## src/rtl/ysyx_25040101_defs.sv

```systemverilog
// ysyx_25040101_defs: shared FSM state encodings and load funct3 codes
package ysyx_25040101_defs;
  typedef enum logic [1:0] {
    S_IDLE     = 2'd0,
    S_WAIT_MEM = 2'd1,
    S_COMMIT   = 2'd2,
    S_HALT     = 2'd3
  } wbu_state_e;
  localparam logic [2:0] F3_LB  = 3'b000;
  localparam logic [2:0] F3_LH  = 3'b001;
  localparam logic [2:0] F3_LW  = 3'b010;
  localparam logic [2:0] F3_LBU = 3'b100;
  localparam logic [2:0] F3_LHU = 3'b101;
endpackage

```

## src/rtl/ysyx_25040101_load_ext.sv

```systemverilog
// ysyx_25040101_load_ext: selects and extends the loaded byte/half/word from an aligned read word
module ysyx_25040101_load_ext
  import ysyx_25040101_defs::*;
(
  input  logic [2:0]  funct3,
  input  logic [1:0]  offset,
  input  logic [31:0] word,
  output logic [31:0] data
);
  logic [7:0]  b;
  logic [15:0] h;
  // byte picked by the full offset, half by offset[1] only; unsupported codes give 0
  always_comb begin
    b    = word[{offset, 3'b000} +: 8];
    h    = offset[1] ? word[31:16] : word[15:0];
    data = funct3 == F3_LB  ? {{24{b[7]}}, b}  :
           funct3 == F3_LBU ? {24'd0, b}       :
           funct3 == F3_LH  ? {{16{h[15]}}, h} :
           funct3 == F3_LHU ? {16'd0, h}       :
           funct3 == F3_LW  ? word             : 32'd0;
  end
endmodule

```

## src/rtl/ysyx_25040101_wbu.sv

```systemverilog
// ysyx_25040101_wbu: write-back unit with load wait, one-cycle commit, ebreak halt and retire counter
module ysyx_25040101_wbu
  import ysyx_25040101_defs::*;
#(
  parameter int XLEN  = 32,
  parameter int CNT_W = 32
) (
  input  logic             clk,
  input  logic             rst,
  input  logic             in_valid,
  output logic             in_ready,
  input  logic [XLEN-1:0]  in_pc,
  input  logic [4:0]       in_rd_addr,
  input  logic             in_rd_wen,
  input  logic [XLEN-1:0]  in_alu_res,
  input  logic             in_is_load,
  input  logic [2:0]       in_funct3,
  input  logic             in_is_ebreak,
  input  logic             mem_rvalid,
  input  logic [XLEN-1:0]  mem_rdata,
  input  logic [XLEN-1:0]  reg_a0_i,
  output logic [XLEN-1:0]  rd_data_o,
  output logic [4:0]       rd_addr_o,
  output logic             rd_wen_o,
  output logic             commit_valid_o,
  output logic [XLEN-1:0]  commit_pc_o,
  output logic             halted_o,
  output logic [XLEN-1:0]  exit_code_o,
  output logic [CNT_W-1:0] retire_cnt_o
);
  wbu_state_e      state_q;
  logic [XLEN-1:0] pc_q, data_q, exit_q;
  logic [4:0]      rd_q;
  logic [2:0]      f3_q;
  logic            wen_q, ebreak_q, commit_q, rd_wen_q, halted_q;
  logic [CNT_W-1:0] cnt_q;
  logic [XLEN-1:0] ld_data;

  // data_q still holds the load address while waiting, so its low bits are the byte offset
  ysyx_25040101_load_ext u_load_ext (
    .funct3 (f3_q),
    .offset (data_q[1:0]),
    .word   (mem_rdata),
    .data   (ld_data)
  );

  // control FSM; commit strobes are registered on entry to COMMIT and cleared after one cycle
  always_ff @(posedge clk) begin
    if (!rst) begin
      state_q  <= S_IDLE;
      pc_q     <= '0;
      data_q   <= '0;
      exit_q   <= '0;
      rd_q     <= '0;
      f3_q     <= '0;
      wen_q    <= 1'b0;
      ebreak_q <= 1'b0;
      commit_q <= 1'b0;
      rd_wen_q <= 1'b0;
      halted_q <= 1'b0;
      cnt_q    <= '0;
    end else begin
      commit_q <= 1'b0;
      rd_wen_q <= 1'b0;
      case (state_q)
        S_IDLE: if (in_valid) begin
          pc_q     <= in_pc;
          data_q   <= in_alu_res;
          rd_q     <= in_rd_addr;
          f3_q     <= in_funct3;
          wen_q    <= in_rd_wen;
          ebreak_q <= in_is_ebreak;
          state_q  <= in_is_load ? S_WAIT_MEM : S_COMMIT;
          commit_q <= !in_is_load;
          rd_wen_q <= !in_is_load && in_rd_wen && in_rd_addr != 5'd0 && !in_is_ebreak;
        end
        S_WAIT_MEM: if (mem_rvalid) begin
          data_q   <= ld_data;
          state_q  <= S_COMMIT;
          commit_q <= 1'b1;
          rd_wen_q <= wen_q && rd_q != 5'd0 && !ebreak_q;
        end
        S_COMMIT: begin
          cnt_q   <= cnt_q + 1'b1;
          state_q <= ebreak_q ? S_HALT : S_IDLE;
          if (ebreak_q) begin
            exit_q   <= reg_a0_i;
            halted_q <= 1'b1;
          end
        end
        default: state_q <= S_HALT;
      endcase
    end
  end

  assign in_ready       = state_q == S_IDLE;
  assign rd_data_o      = data_q;
  assign rd_addr_o      = rd_q;
  assign rd_wen_o       = rd_wen_q;
  assign commit_valid_o = commit_q;
  assign commit_pc_o    = pc_q;
  assign halted_o       = halted_q;
  assign exit_code_o    = exit_q;
  assign retire_cnt_o   = cnt_q;
endmodule

```

## config.mk

```make
export PLATFORM = sky130hd
export DESIGN_NAME = ysyx_25040101_wbu
export DESIGN_NICKNAME = d
export VERILOG_FILES = /design/src/rtl/ysyx_25040101_defs.sv /design/src/rtl/ysyx_25040101_load_ext.sv /design/src/rtl/ysyx_25040101_wbu.sv
export SDC_FILE = /design/constraint.sdc
export NUM_CORES = 1
export LEC_CHECK = 0
export BUFFER_PORTS_ARGS = -buffer_cell sky130_fd_sc_hd__buf_2
export CORE_UTILIZATION = 30
export DETAILED_ROUTE_END_ITERATION = 16
export SYNTH_ARGS = -nofsm -noshare
export SYNTH_HDL_FRONTEND = slang
export SYNTH_SLANG_ARGS = --single-unit
```

## constraint.sdc

```tcl
create_clock -name clk -period 4.7 [get_ports clk]
set_clock_uncertainty 0.15 [all_clocks]
set_input_delay 0.235 -clock clk [delete_from_list [all_inputs] [get_ports clk]]
set_output_delay 0.235 -clock clk [all_outputs]
set_load 0.1 [all_outputs]
```

==> results of run 1 <==
-- cells in the mapped netlist (8+ instances only) --
master / n / share of area, %
nand2_1: 177 / 11
a22oi_1: 23 / 2.8
o21ai_0: 23 / 1.8
a21oi_1: 98 / 7.9
clkbuf_1: 46 / 2.8
nor2_1: 30 / 1.8
nand4_1: 10 / 1.0
a22o_1: 24 / 3.4
mux2_2: 8 / 1.4
o21a_1: 23 / 2.8
buf_2: 12 / 0.96
or4_1: 10 / 1.2
dfxtp_1: 143 / 46
o31ai_1: 8 / 0.96
nor4_1: 14 / 1.4
-- cells in the final DEF (no fill, tap or decap), drive strengths merged, types with 4 or more instances in the layout --
master       instances
o41ai                7
o21a                23
nand2b               5
nor2b                6
mux2                 8
a22oi               23
nor4                14
or4b                 8
or4                 10
clkbuf              17
a2111oi              7
xnor2                7
nor2                30
buf                288
nand2              177
a21oi               99
xor2                 5
a221oi               7
inv                 16
or3                  6
dfxtp              143
nand3                9
o31ai                8
clkinv               4
dlygate4sd3        106
a22o                24
nand4               10
o21ai               23
-- per-stage QoR --
stage	std cells	area [um^2]	hold slack, ps	utilization [%]
2_1_floorplan	752	6236	221.0	-
5_1_grt	1390	9462	12.58	46.61
4_1_cts	1388	9457	2.832	46.59
3_5_place_dp	1250	7805	293.3	38.45
6_report	1390	9462	8.834	46.61
3_3_place_gp	1250	7805	288.4	38.45
-- registers in the layout, indices dropped and copies added, names as in the netlist, 2 cells and up --
signal	count
commit_pc_o	32
exit_code_o	32
rd_data_o	32
retire_cnt_o	32
rd_addr_o	5
f3_q	3
state_q	2
-- worst min-delay path by stage --
stage | startpoint | endpoint | slack [ps] | cells past startpoint
detailed placement | wen_q | wen_q | 290 | 2
floorplan | in_rd_wen | wen_q | 220 | 2
global placement | commit_pc_o[31] | commit_pc_o[31] | 290 | 2
CTS | in_alu_res[28] | rd_data_o[28] | 3 | 3
finish | in_alu_res[28] | rd_data_o[28] | 9 | 3
global route | in_alu_res[28] | rd_data_o[28] | 10 | 3
-- final cells by class --
| type | instances | area [um^2] |
|---|---|---|
| inverter | 6 | 23.77 |
| clock inverter | 15 | 165.2 |
| multi-input combinational | 543 | 3117 |
| fill | 2011 | 10840 |
| sequential | 143 | 2863 |
| clock buffer | 17 | 425.4 |
| antenna | 2 | 5.005 |
| timing repair buffer | 394 | 2525 |
| tap | 270 | 337.8 |
-- cells by family after synthesis --
kind of cell	after synthesis	share of synthesized area, %
buf+inv	66	4.334
simple gates	294	22.51
compound gates	224	23.07
xor+xnor	12	1.685
fa+ha+maj	1	0.2006
mux	12	2.287
flops	143	45.91
-- worst reg2reg max path, stage by stage (launching register included) --
cell     delay, ps
dfxtp_1        860
nor2b_1        250
and2_1         790
buf_4          300
nand2_1         70
a21oi_1        110
-- per-layer routing --
metal	vias up	global-route usage (%)	share of wire, %
li1	3403	-	-
met1	3213	24.66	44
met2	238	34.57	49
met3	31	5.844	5.9
met4	0	7.396	1.5
met5	-	0	0
-- power by group through the flow --
| stage | registers [W] | clock network [W] | logic, W |
|---|---|---|---|
| after floorplan | 0.00193 | 0 | 0.000314 |
| after global placement | 0.00140 | 0 | 0.00109 |
| after detailed placement | 0.00140 | 0 | 0.00109 |
| after CTS | 0.00137 | 0.00140 | 0.00116 |
| after global routing | 0.00138 | 0.00145 | 0.00122 |
| final | 0.00137 | 0.00136 | 0.00116 |
==> insert_results.sql, run 1 <==
INSERT INTO impl_metrics (metric_group, metric, value, unit) VALUES
('status', 'run_status', 'completed', ''),
('route', 'drt_wl_total', '22100', 'um'),
('finish', 'layout-area-overhead-vs-synth', '51.73', '%'),
('clocking', 'cts-root-buf', 'clkbuf_16', ''),
('timing', 'grt_setup_unrepaired', 'no', ''),
('logic_synthesis', 'post_synth_instance_area', '6236', 'um^2'),
('critical_path', 'crit_path_cell_trace', 'nor2b_1 > and2_1 > buf_4 > nand2_1 > a21oi_1', ''),
('logic_synthesis', 'syn_inst', '752', ''),
('logic_synthesis', 'mappedNetlistNets', '896', ''),
('timing', 'setup_viol_count_final', '0', ''),
('hold_path', 'holdCritPathClass', 'in -> reg', ''),
('critical_path', 'critical_path_required', '4910', 'ps'),
('timing', 'final_critical_path_setup_slack', '2117', 'ps'),
('logic_synthesis', 'synth.avg_cell_area', '8.293', 'um^2'),
('critical_path', 'setup.worst_path.end', 'exit_code_o[19]', ''),
('pwr', 'power.switching', '0.001597', 'W'),
('finish', 'design.final.nets', '1249', ''),
('logic_synthesis', 'seq_area_frac_synth', '45.91', '%'),
('grt', 'grt_pass1_vias', '6760', ''),
('route', 'ant_nets', '0', ''),
('pwr', 'power.internal', '0.002300', 'W'),
('pwr', 'power.sequential.fraction', '35.2', '%'),
('logic_synthesis', 'count_of_state_elements_after_synthesis', '143', ''),
('grt', 'gr_ovfl_total', '0', ''),
('clocking', 'cts-buffers-inserted', '17', ''),
('critical_path', 'worst-r2r-setup-slack', '2120', 'ps'),
('grt', 'antenna_found_initial', '2', ''),
('critical_path', 'worstPathBufferInverterCount', '1', ''),
('logic_synthesis', 'synth_edf_count', '0', ''),
('die', 'dieArea', '21370', 'um^2'),
('clocking', 'cts-hold-fix-buffers', '106', ''),
('timing', 'ratio_of_final_minimum_period_to_clock_period', '54.95', '%'),
('clocking', 'clock_sink_count', '143', ''),
('timing', 'final_hold_vio_count', '0', ''),
('critical_path', 'worstPathMaxFanout', '27', ''),
('critical_path', 'ff2ff_path_depth', '5', ''),
('die', 'die_w', '146.2', 'um'),
('route', 'drt_pre_antenna_iters', '5', ''),
('critical_path', 'startpoint_type', 'register', ''),
('job', 'cap_viol_max_count', '0', ''),
('pwr', 'p_clk_share', '34.9', '%'),
('critical_path', 'worstPathArrival', '2790', 'ps'),
('die', 'i_o_pin_count', '280', ''),
('timing', 'max_freq', '387.2', 'MHz'),
('pwr', 'overall_power', '0.003897', 'W'),
('placement', 'routabilityCongestion', '0.7895', ''),
('pwr', 'vdd_ir_max', '221.3', 'uV'),
('critical_path', 'timing.critical_path.slowest_stage_cell', 'dfxtp_1', ''),
('route', 'routed_via_density', '4.953', ''),
('route', 'routedWlPerCell', '15.90', 'um'),
('route', 'first_iter_violations', '315', ''),
('die', 'die_height', '146.2', 'um'),
('die', 'std_cell_rows', '52', ''),
('timing', 'totalNegativeSetupSlack', '0', 'ps'),
('route', 'via_count', '6885', ''),
('route', 'route.detailed.drc', '0', ''),
('logic_synthesis', 'synth-warning-count', '0', ''),
('critical_path', 'max_stage_delay', '860', 'ps'),
('critical_path', 'rr_endpoint', 'exit_code_o[19]', ''),
('clocking', 'clock_latency', '430', 'ps'),
('grt', 'global_route_wire_length_before_repair', '34670', 'um'),
('critical_path', 'cp_endpoint_kind', 'register', ''),
('placement', 'port-buffer-count', '279', ''),
('pwr', 'comb_power_share', '29.8', '%'),
('clocking', 'cts_max_path_buffers', '2', ''),
('critical_path', 'worstSetupStartpoint', 'state_q[1]', ''),
('critical_path', 'timing.rr.start', 'state_q[1]', ''),
('die', 'core_region_area', '20300', 'um^2'),
('pwr', 'sw_frac_of_total', '40.98', '%'),
('placement', 'minimum_setup_slack_after_placement', '2086', 'ps'),
('timing', 'drv_slew', '0', '');
Power figures use the tool's default switching activity.
==> inputs of run 2 (changes only) <==
--- a/config.mk
+++ b/config.mk
@@ -5,6 +5,7 @@
 export SDC_FILE = /design/constraint.sdc
 export NUM_CORES = 1
 export LEC_CHECK = 0
+export ABC_AREA = 1
 export BUFFER_PORTS_ARGS = -buffer_cell sky130_fd_sc_hd__buf_2
 export CORE_UTILIZATION = 30
 export DETAILED_ROUTE_END_ITERATION = 16
==> constraint.sdc (replaced) <==
create_clock -name clk -period 2.5 [get_ports clk]
set_clock_uncertainty 0.15 [all_clocks]
set_input_delay 0.125 -clock clk [delete_from_list [all_inputs] [get_ports clk]]
set_output_delay 0.125 -clock clk [all_outputs]
set_load 0.1 [all_outputs]
==> run 2 against run 1 <==
Critical path depth is 2 higher. Clock power grew 96%. Cell count grew 25%. Routed wire length up 7.6%. Area after synthesis rose by 13%. Critical endpoint is now rd_wen_o. Largest cell class unchanged. Largest power group is now combinational cells.
==> insert_results.sql, run 2 <==
INSERT INTO impl_metrics (metric_group, metric, value, unit) VALUES
('placement', 'port-buffer-count', '279', ''),
('timing', 'drv_slew', '0', ''),
('hold_path', 'worstHoldPathCells', '5', ''),
('route', 'ant_nets', '0', ''),
('die', 'i_o_pin_count', '280', ''),
('finish', 'layout-area-overhead-vs-synth', '48.38', '%'),
('timing', 'max_freq', '436.5', 'MHz'),
('logic_synthesis', 'ys_top_cells_by_area', 'dfxtp_1 41%, nand2_1 15%, nor2_1 7.2%', ''),
('timing', 'slew-limit-headroom', '59.79', '%'),
('pwr', 'overall_power', '0.007968', 'W'),
('route', 'routed_via_density', '4.652', ''),
('grt', 'gr-usage-all-layers', '19.43', '%'),
('critical_path', 'worstSetupStartpoint', 'state_q[1]', ''),
('critical_path', 'worst-r2r-setup-slack', '210', 'ps'),
('job', 'cap_viol_max_count', '0', ''),
('critical_path', 'setup.worst_path.class', 'reg -> reg', ''),
('die', 'core_region_area', '22850', 'um^2'),
('timing', 'final_hold_vio_count', '0', ''),
('logic_synthesis', 'synth.avg_cell_area', '6.726', 'um^2'),
('pwr', 'static-leakage-power', '4.804', 'nW'),
('critical_path', 'critical_path_required', '2630', 'ps'),
('route', 'via_count', '8108', ''),
('critical_path', 'rr_endpoint', 'rd_wen_o', ''),
('clocking', 'cts-root-buf', 'clkbuf_16', ''),
('route', 'route.detailed.drc', '0', ''),
('grt', 'antenna_found_initial', '0', ''),
('critical_path', 'ff2ff_path_depth', '7', ''),
('route', 'routed-wl-met3', '1463', 'um'),
('route', 'met2_length', '11570', 'um'),
('die', 'dieArea', '24090', 'um^2'),
('route', 'top_layer', 'met4', ''),
('finish', 'post_route_cells_drive_above_1_share', '27.15', '%'),
('timing', 'grt_setup_unrepaired', 'no', ''),
('timing', 'worstMarginPinSlew', '603.1', 'ps'),
('grt', 'grt_pass1_vias', '7556', ''),
('timing', 'final.min_clock_period', '2291', 'ps'),
('grt', 'gr_ovfl_total', '0', ''),
('route', 'routedWlPerCell', '13.65', 'um'),
('logic_synthesis', 'synthFlopType', 'dfxtp_1', ''),
('die', 'die_height', '155.2', 'um'),
('placement', 'hpwl', '16440', 'um'),
('logic_synthesis', 'synth_edf_count', '0', ''),
('timing', 'setup_viol_count_final', '0', ''),
('critical_path', 'cp_endpoint_kind', 'register', ''),
('clocking', 'clock_sink_count', '143', ''),
('die', 'die_w', '155.2', 'um'),
('finish', 'mostFrequentLayoutCells', '280 x nand2_1, 279 x buf_2, 141 x dfxtp_1', ''),
('logic_synthesis', 'mappedNetlistNets', '1191', ''),
('clocking', 'cts_max_path_buffers', '2', ''),
('route', 'drt_wl_total', '23790', 'um'),
('timing', 'totalNegativeSetupSlack', '0', 'ps'),
('clocking', 'tritoncts', 'built', ''),
('logic_synthesis', 'syn_inst', '1047', ''),
('pwr', 'pwr_density_cell', '762.6', 'nW/um^2'),
('logic_synthesis', 'netlist.top_cell.by_area', 'dfxtp_1', ''),
('clocking', 'cts_htree_levels', '4', ''),
('hold_path', 'timing.hold.worst_endpoint', 'rd_data_o[6]', ''),
('route', 'first_iter_violations', '413', ''),
('logic_synthesis', 'postSynth.asyncResetShare', '0', '%'),
('grt', 'grt_max_degree', '63', ''),
('logic_synthesis', 'post_synth_top_cells', '280 x nand2_1, 143 x dfxtp_1, 135 x nor2_1, 98 x o21ai_0, 90 x nand3_1', ''),
('critical_path', 'startpoint_type', 'register', ''),
('logic_synthesis', 'synth-warning-count', '0', ''),
('clocking', 'cts-buffers-inserted', '17', ''),
('logic_synthesis', 'synth_cell_types', '44', ''),
('hold_path', 'holdCritPathClass', 'in -> reg', ''),
('critical_path', 'timing.rr.start', 'state_q[1]', ''),
('critical_path', 'worstPathMaxFanout', '49', ''),
('logic_synthesis', 'count_of_state_elements_after_synthesis', '143', ''),
('route', 'wl_met1', '10330', 'um'),
('logic_synthesis', 'post-synth-top-count-cell', 'nand2_1', ''),
('finish', 'design.final.nets', '1561', ''),
('route', 'drt_pre_antenna_iters', '5', ''),
('logic_synthesis', 'share_of_the_synthesized_area_in_the_top_cell_type', '40.65', '%'),
('hold_path', 'hold_path_startpoint', 'mem_rdata[6]', ''),
('die', 'floorplan.initialDensity', '30.82', '%'),
('logic_synthesis', 'seq_area_frac_synth', '40.65', '%'),
('grt', 'global_route_wire_length_before_repair', '37270', 'um'),
('timing', 'ratio_of_final_minimum_period_to_clock_period', '91.64', '%'),
('finish', 'final_common_cell', 'nand2_1', ''),
('critical_path', 'worstPathArrival', '2420', 'ps'),
('die', 'std_cell_rows', '55', ''),
('status', 'run_status', 'completed', ''),
('placement', 'routabilityCongestion', '0.8551', ''),
('clocking', 'clock_latency', '420', 'ps'),
('logic_synthesis', 'post_synth_instance_area', '7042', 'um^2'),
('pwr', 'vdd_ir_max', '432.6', 'uV'),
('clocking', 'clock_pin_slew_on_the_worst_setup_and_hold_paths', '60', 'ps');
[run 2: worst max-delay path by stage]
stage	slack [ps]	depth (start not counted)	to
after floorplan	10	8	retire_cnt_o[20]
after global placement	430	7	wen_q
after detailed placement	410	7	wen_q
after CTS	80	6	commit_valid_o
after global routing	40	7	rd_wen_o
final	210	7	rd_wen_o
[run 2: stage by stage]
stage / cells / utilization [%] / cell area, um^2 / hold WS (ps) / worst slack (ps)
after floorplan: 1047 / - / 7043 / 72.09 / 10.01
after global placement: 1594 / 37.88 / 8653 / 223.1 / 430.1
after detailed placement: 1594 / 37.88 / 8653 / 216.4 / 409.6
after CTS: 1742 / 45.68 / 10440 / 1.310 / 81.90
after global routing: 1742 / 45.72 / 10450 / 36.30 / 37.19
final: 1743 / 45.73 / 10450 / 10.88 / 208.9
[run 2: power by group]
part	switching, W	total (W)	internal [W]	leakage [nW]
Clock	0.00103	0.00266	0.00162	0.296
Combinational	0.00209	0.00273	0.000635	3.34
Sequential	0.000116	0.00258	0.00247	1.17
[run 2: cell families (layout without fill, tap and decap cells)]
family / after synthesis / in the layout / synth area share (%)
other: 0 / 1 / 0
XOR/XNOR: 4 / 4 / 0.4975
AND/OR/NAND/NOR: 561 / 561 / 34.44
flip-flops: 143 / 143 / 40.65
adder cells (fa/ha/maj): 1 / 1 / 0.1777
AO/OA/AOI/OAI: 208 / 208 / 16.20
buffers and inverters: 130 / 512 / 8.031
[run 2: area by class of cell]
class                      instances  area (um^2)
antenna                            1        2.502
clock buffer                      19        452.9
clock inverter                    12        158.9
fill                            2347        12400
inverter                          70        262.8
multi-input combinational        774         3618
sequential                       143         2865
tap                              313        391.6
timing repair buffer             411         2696
[run 2: repair_timing]
action | in CTS | in global routing
setup buffers | 0 | 0
endpoints found under the setup margin | 0 | 6
hold endpoints to repair | 110 | 0
resized for setup | 0 | 3
hold buffers | 117 | 0
[run 2: critical path, stage by stage (launching register included)]
cell           delay (ps)
dfxtp_1               560
nor2_2                130
nand2_2               110
buf_4                 400
nor2_1                110
nand3_1                90
dlygate4sd3_1         540
a21oi_1                60
[run 2: per-layer routing]
layer  vias to the layer above  global-route usage, %
met5                         -                      0
met4                         0                  5.509
met3                        32                  4.847
met2                       265                  34.41
met1                      3675                  23.17
li1                       4136                      -
==> inputs of run 3 (changes only) <==
--- a/config.mk
+++ b/config.mk
@@ -7,6 +7,7 @@
 export LEC_CHECK = 0
 export ABC_AREA = 1
 export BUFFER_PORTS_ARGS = -buffer_cell sky130_fd_sc_hd__buf_2
+export CORE_MARGIN = 2
 export CORE_UTILIZATION = 30
 export DETAILED_ROUTE_END_ITERATION = 16
 export SYNTH_ARGS = -nofsm -noshare
==> run 3 against run 2 <==
Core utilization fell by 0.44 points. Setup slack worse by 65 ps. Largest cell class unchanged. Cell area is 0.84% higher. Cell count rose by 0.69%. Clock power about the same. Sequential power about the same. Via count fell by 0.37%. Sequential cell count unchanged. Hold slack gained 16 ps. Die area is 2.6% higher. Non-clock buffer count up 6. Critical endpoint is now rd_data_o[10]. Global-route usage shrank 0.64 points.
==> insert_results.sql, run 3 (synthesis results as in run 2) <==
INSERT INTO impl_metrics (metric_group, metric, value, unit) VALUES
('critical_path', 'max_stage_delay', '550', 'ps'),
('critical_path', 'crit_path_cell_trace', 'nor2_2 > nand2_2 > clkinv_2 > nand2_1 > nand2_1 > inv_1 > nand3_1 > nand2_1 > a21oi_1 > dlygate4sd3_1', ''),
('finish', 'finalInstanceArea', '10540', 'um^2'),
('grt', 'grt_pass1_vias', '7473', ''),
('timing', 'worstMarginPinSlew', '536.4', 'ps'),
('route', 'via_count', '8078', ''),
('die', 'die_height', '157.2', 'um'),
('critical_path', 'cp_endpoint_kind', 'register', ''),
('timing', 'final_hold_vio_count', '0', ''),
('job', 'cap_viol_max_count', '0', ''),
('finish', 'antenna-diode-count', '0', ''),
('timing', 'max_freq', '424.4', 'MHz'),
('placement', 'port-buffer-count', '279', ''),
('pwr', 'static-leakage-power', '4.840', 'nW'),
('die', 'std_cell_rows', '56', ''),
('grt', 'gr-usage-all-layers', '18.79', '%'),
('placement', 'hpwl', '16770', 'um'),
('pwr', 'pwr_density_cell', '761.7', 'nW/um^2'),
('finish', 'design.final.nets', '1567', ''),
('die', 'i_o_pin_count', '280', ''),
('critical_path', 'startpoint_type', 'register', ''),
('die', 'core_region_area', '23260', 'um^2'),
('clocking', 'cts_htree_levels', '4', ''),
('timing', 'ratio_of_final_minimum_period_to_clock_period', '94.25', '%'),
('timing', 'final.min_clock_period', '2356', 'ps'),
('die', 'floorplan.initialDensity', '30.27', '%'),
('route', 'drt_wl_total', '23950', 'um'),
('critical_path', 'worst-r2r-setup-slack', '140', 'ps'),
('critical_path', 'critical_path_required', '2650', 'ps'),
('finish', 'post_route_cells_drive_above_1_share', '27.02', '%'),
('status', 'run_status', 'completed', ''),
('clocking', 'tritoncts', 'built', ''),
('critical_path', 'worstPathArrival', '2510', 'ps'),
('finish', 'mostFrequentLayoutCells', '280 x nand2_1, 279 x buf_2, 141 x dfxtp_1', ''),
('route', 'routedWlPerCell', '13.65', 'um'),
('clocking', 'cts-root-buf', 'clkbuf_16', ''),
('clocking', 'cts_max_path_buffers', '2', ''),
('clocking', 'postCtsSetupBuffers', '0', ''),
('critical_path', 'worst_path_dominant_cell_family', 'buffers and inverters', ''),
('clocking', 'cts-buffers-inserted', '17', ''),
('route', 'drt_pre_antenna_iters', '5', ''),
('critical_path', 'worstPathBufferInverterCount', '3', ''),
('route', 'routed_via_density', '4.603', ''),
('clocking', 'clock_latency', '420', 'ps'),
('hold_path', 'holdCritPathClass', 'in -> reg', ''),
('placement', 'routabilityCongestion', '0.8662', ''),
('finish', 'layout-area-overhead-vs-synth', '49.63', '%'),
('clocking', 'clock_pin_slew_on_the_worst_setup_and_hold_paths', '70', 'ps'),
('pwr', 'vdd_ir_max', '419.2', 'uV'),
('route', 'first_iter_violations', '520', ''),
('route', 'ant_nets', '0', ''),
('critical_path', 'setup.worst_path.class', 'reg -> reg', ''),
('die', 'dieArea', '24710', 'um^2'),
('timing', 'setup_viol_count_final', '0', ''),
('critical_path', 'timing.critical_path.slowest_stage_cell', 'dlygate4sd3_1', ''),
('finish', 'final_common_cell', 'nand2_1', ''),
('timing', 'grt_setup_unrepaired', 'no', ''),
('grt', 'gr_ovfl_total', '0', ''),
('grt', 'antenna_found_initial', '0', ''),
('clocking', 'clock_sink_count', '143', ''),
('timing', 'drv_slew', '0', ''),
('route', 'route.detailed.drc', '0', ''),
('grt', 'global_route_wire_length_before_repair', '37050', 'um'),
('timing', 'totalNegativeSetupSlack', '0', 'ps'),
('placement', 'post_dp_cell_area', '8646', 'um^2'),
('grt', 'grt_max_degree', '62', ''),
('critical_path', 'worstPathMaxFanout', '20', ''),
('die', 'die_w', '157.2', 'um'),
('critical_path', 'critPathMostFrequentCell', 'nand2_1', ''),
('timing', 'slew-limit-headroom', '64.48', '%');
[run 3: cell types whose count changed in the layout (fill, tap and decap cells not counted), sizes merged]
cell,delta
buf,-2
dlygate4sd3,+8
inv,-2
diode,-1
clkbuf,+1
clkinvlp,+2
[run 3: cell type report]
class                           count  area (um^2)
Clock inverter                     12        157.7
Sequential cell                   143         2865
Fill cell                        2398        12730
Inverter                           70        267.8
Clock buffer                       20        466.7
Multi-Input combinational cell    774         3618
Timing Repair Buffer              417         2761
Tap cell                          319        399.1
[run 3: worst reg2reg max path: cells and delay by family, from the launching register on]
kind            cells  cell delay [ps]
flops               1              430
simple gates        6              720
compound gates      1               60
buf+inv             3              880
[run 3: final timing paths]
kind	from	endpoint	cells past startpoint
max	f3_q[0]	rd_data_o[10]	10
min	mem_rdata[6]	rd_data_o[6]	5
max reg2reg	f3_q[0]	rd_data_o[10]	10
min reg2reg	halted_o	halted_o	2
[run 3: report_power, final]
group	switching [W]	leakage [nW]	internal, W
Sequential	0.000110	1.17	0.00247
Combinational	0.00210	3.37	0.000656
Clock	0.00103	0.299	0.00166
Total	0.00325	4.84	0.00478
[run 3: metal layers]
metal / part of all wire (%) / vias up / global-route usage, %
li1: - / 4139 / -
met1: 44 / 3655 / 23.64
met2: 48 / 253 / 31.79
met3: 5.9 / 31 / 4.763
met4: 1.7 / 0 / 5.325
met5: 0 / - / 0
[run 3: repair_timing]
item	CTS	global route
hold buffers	125	0
resized for setup	0	5
endpoints found under the setup margin	0	13
hold endpoints to repair	110	0
[run 3: metrics by stage]
step	cells	util (%)	setup slack (ps)	total power (W)	hold WS, ps
2_1_floorplan	1047	-	10.01	0.004688	72.09
3_3_place_gp	1598	37.17	588.9	0.005172	225.1
3_5_place_dp	1598	37.17	547.8	0.005183	223.8
4_1_cts	1755	45.23	47.29	0.008094	24.90
5_1_grt	1755	45.29	10.20	0.008385	47.24
6_report	1755	45.29	143.8	0.008026	27.01
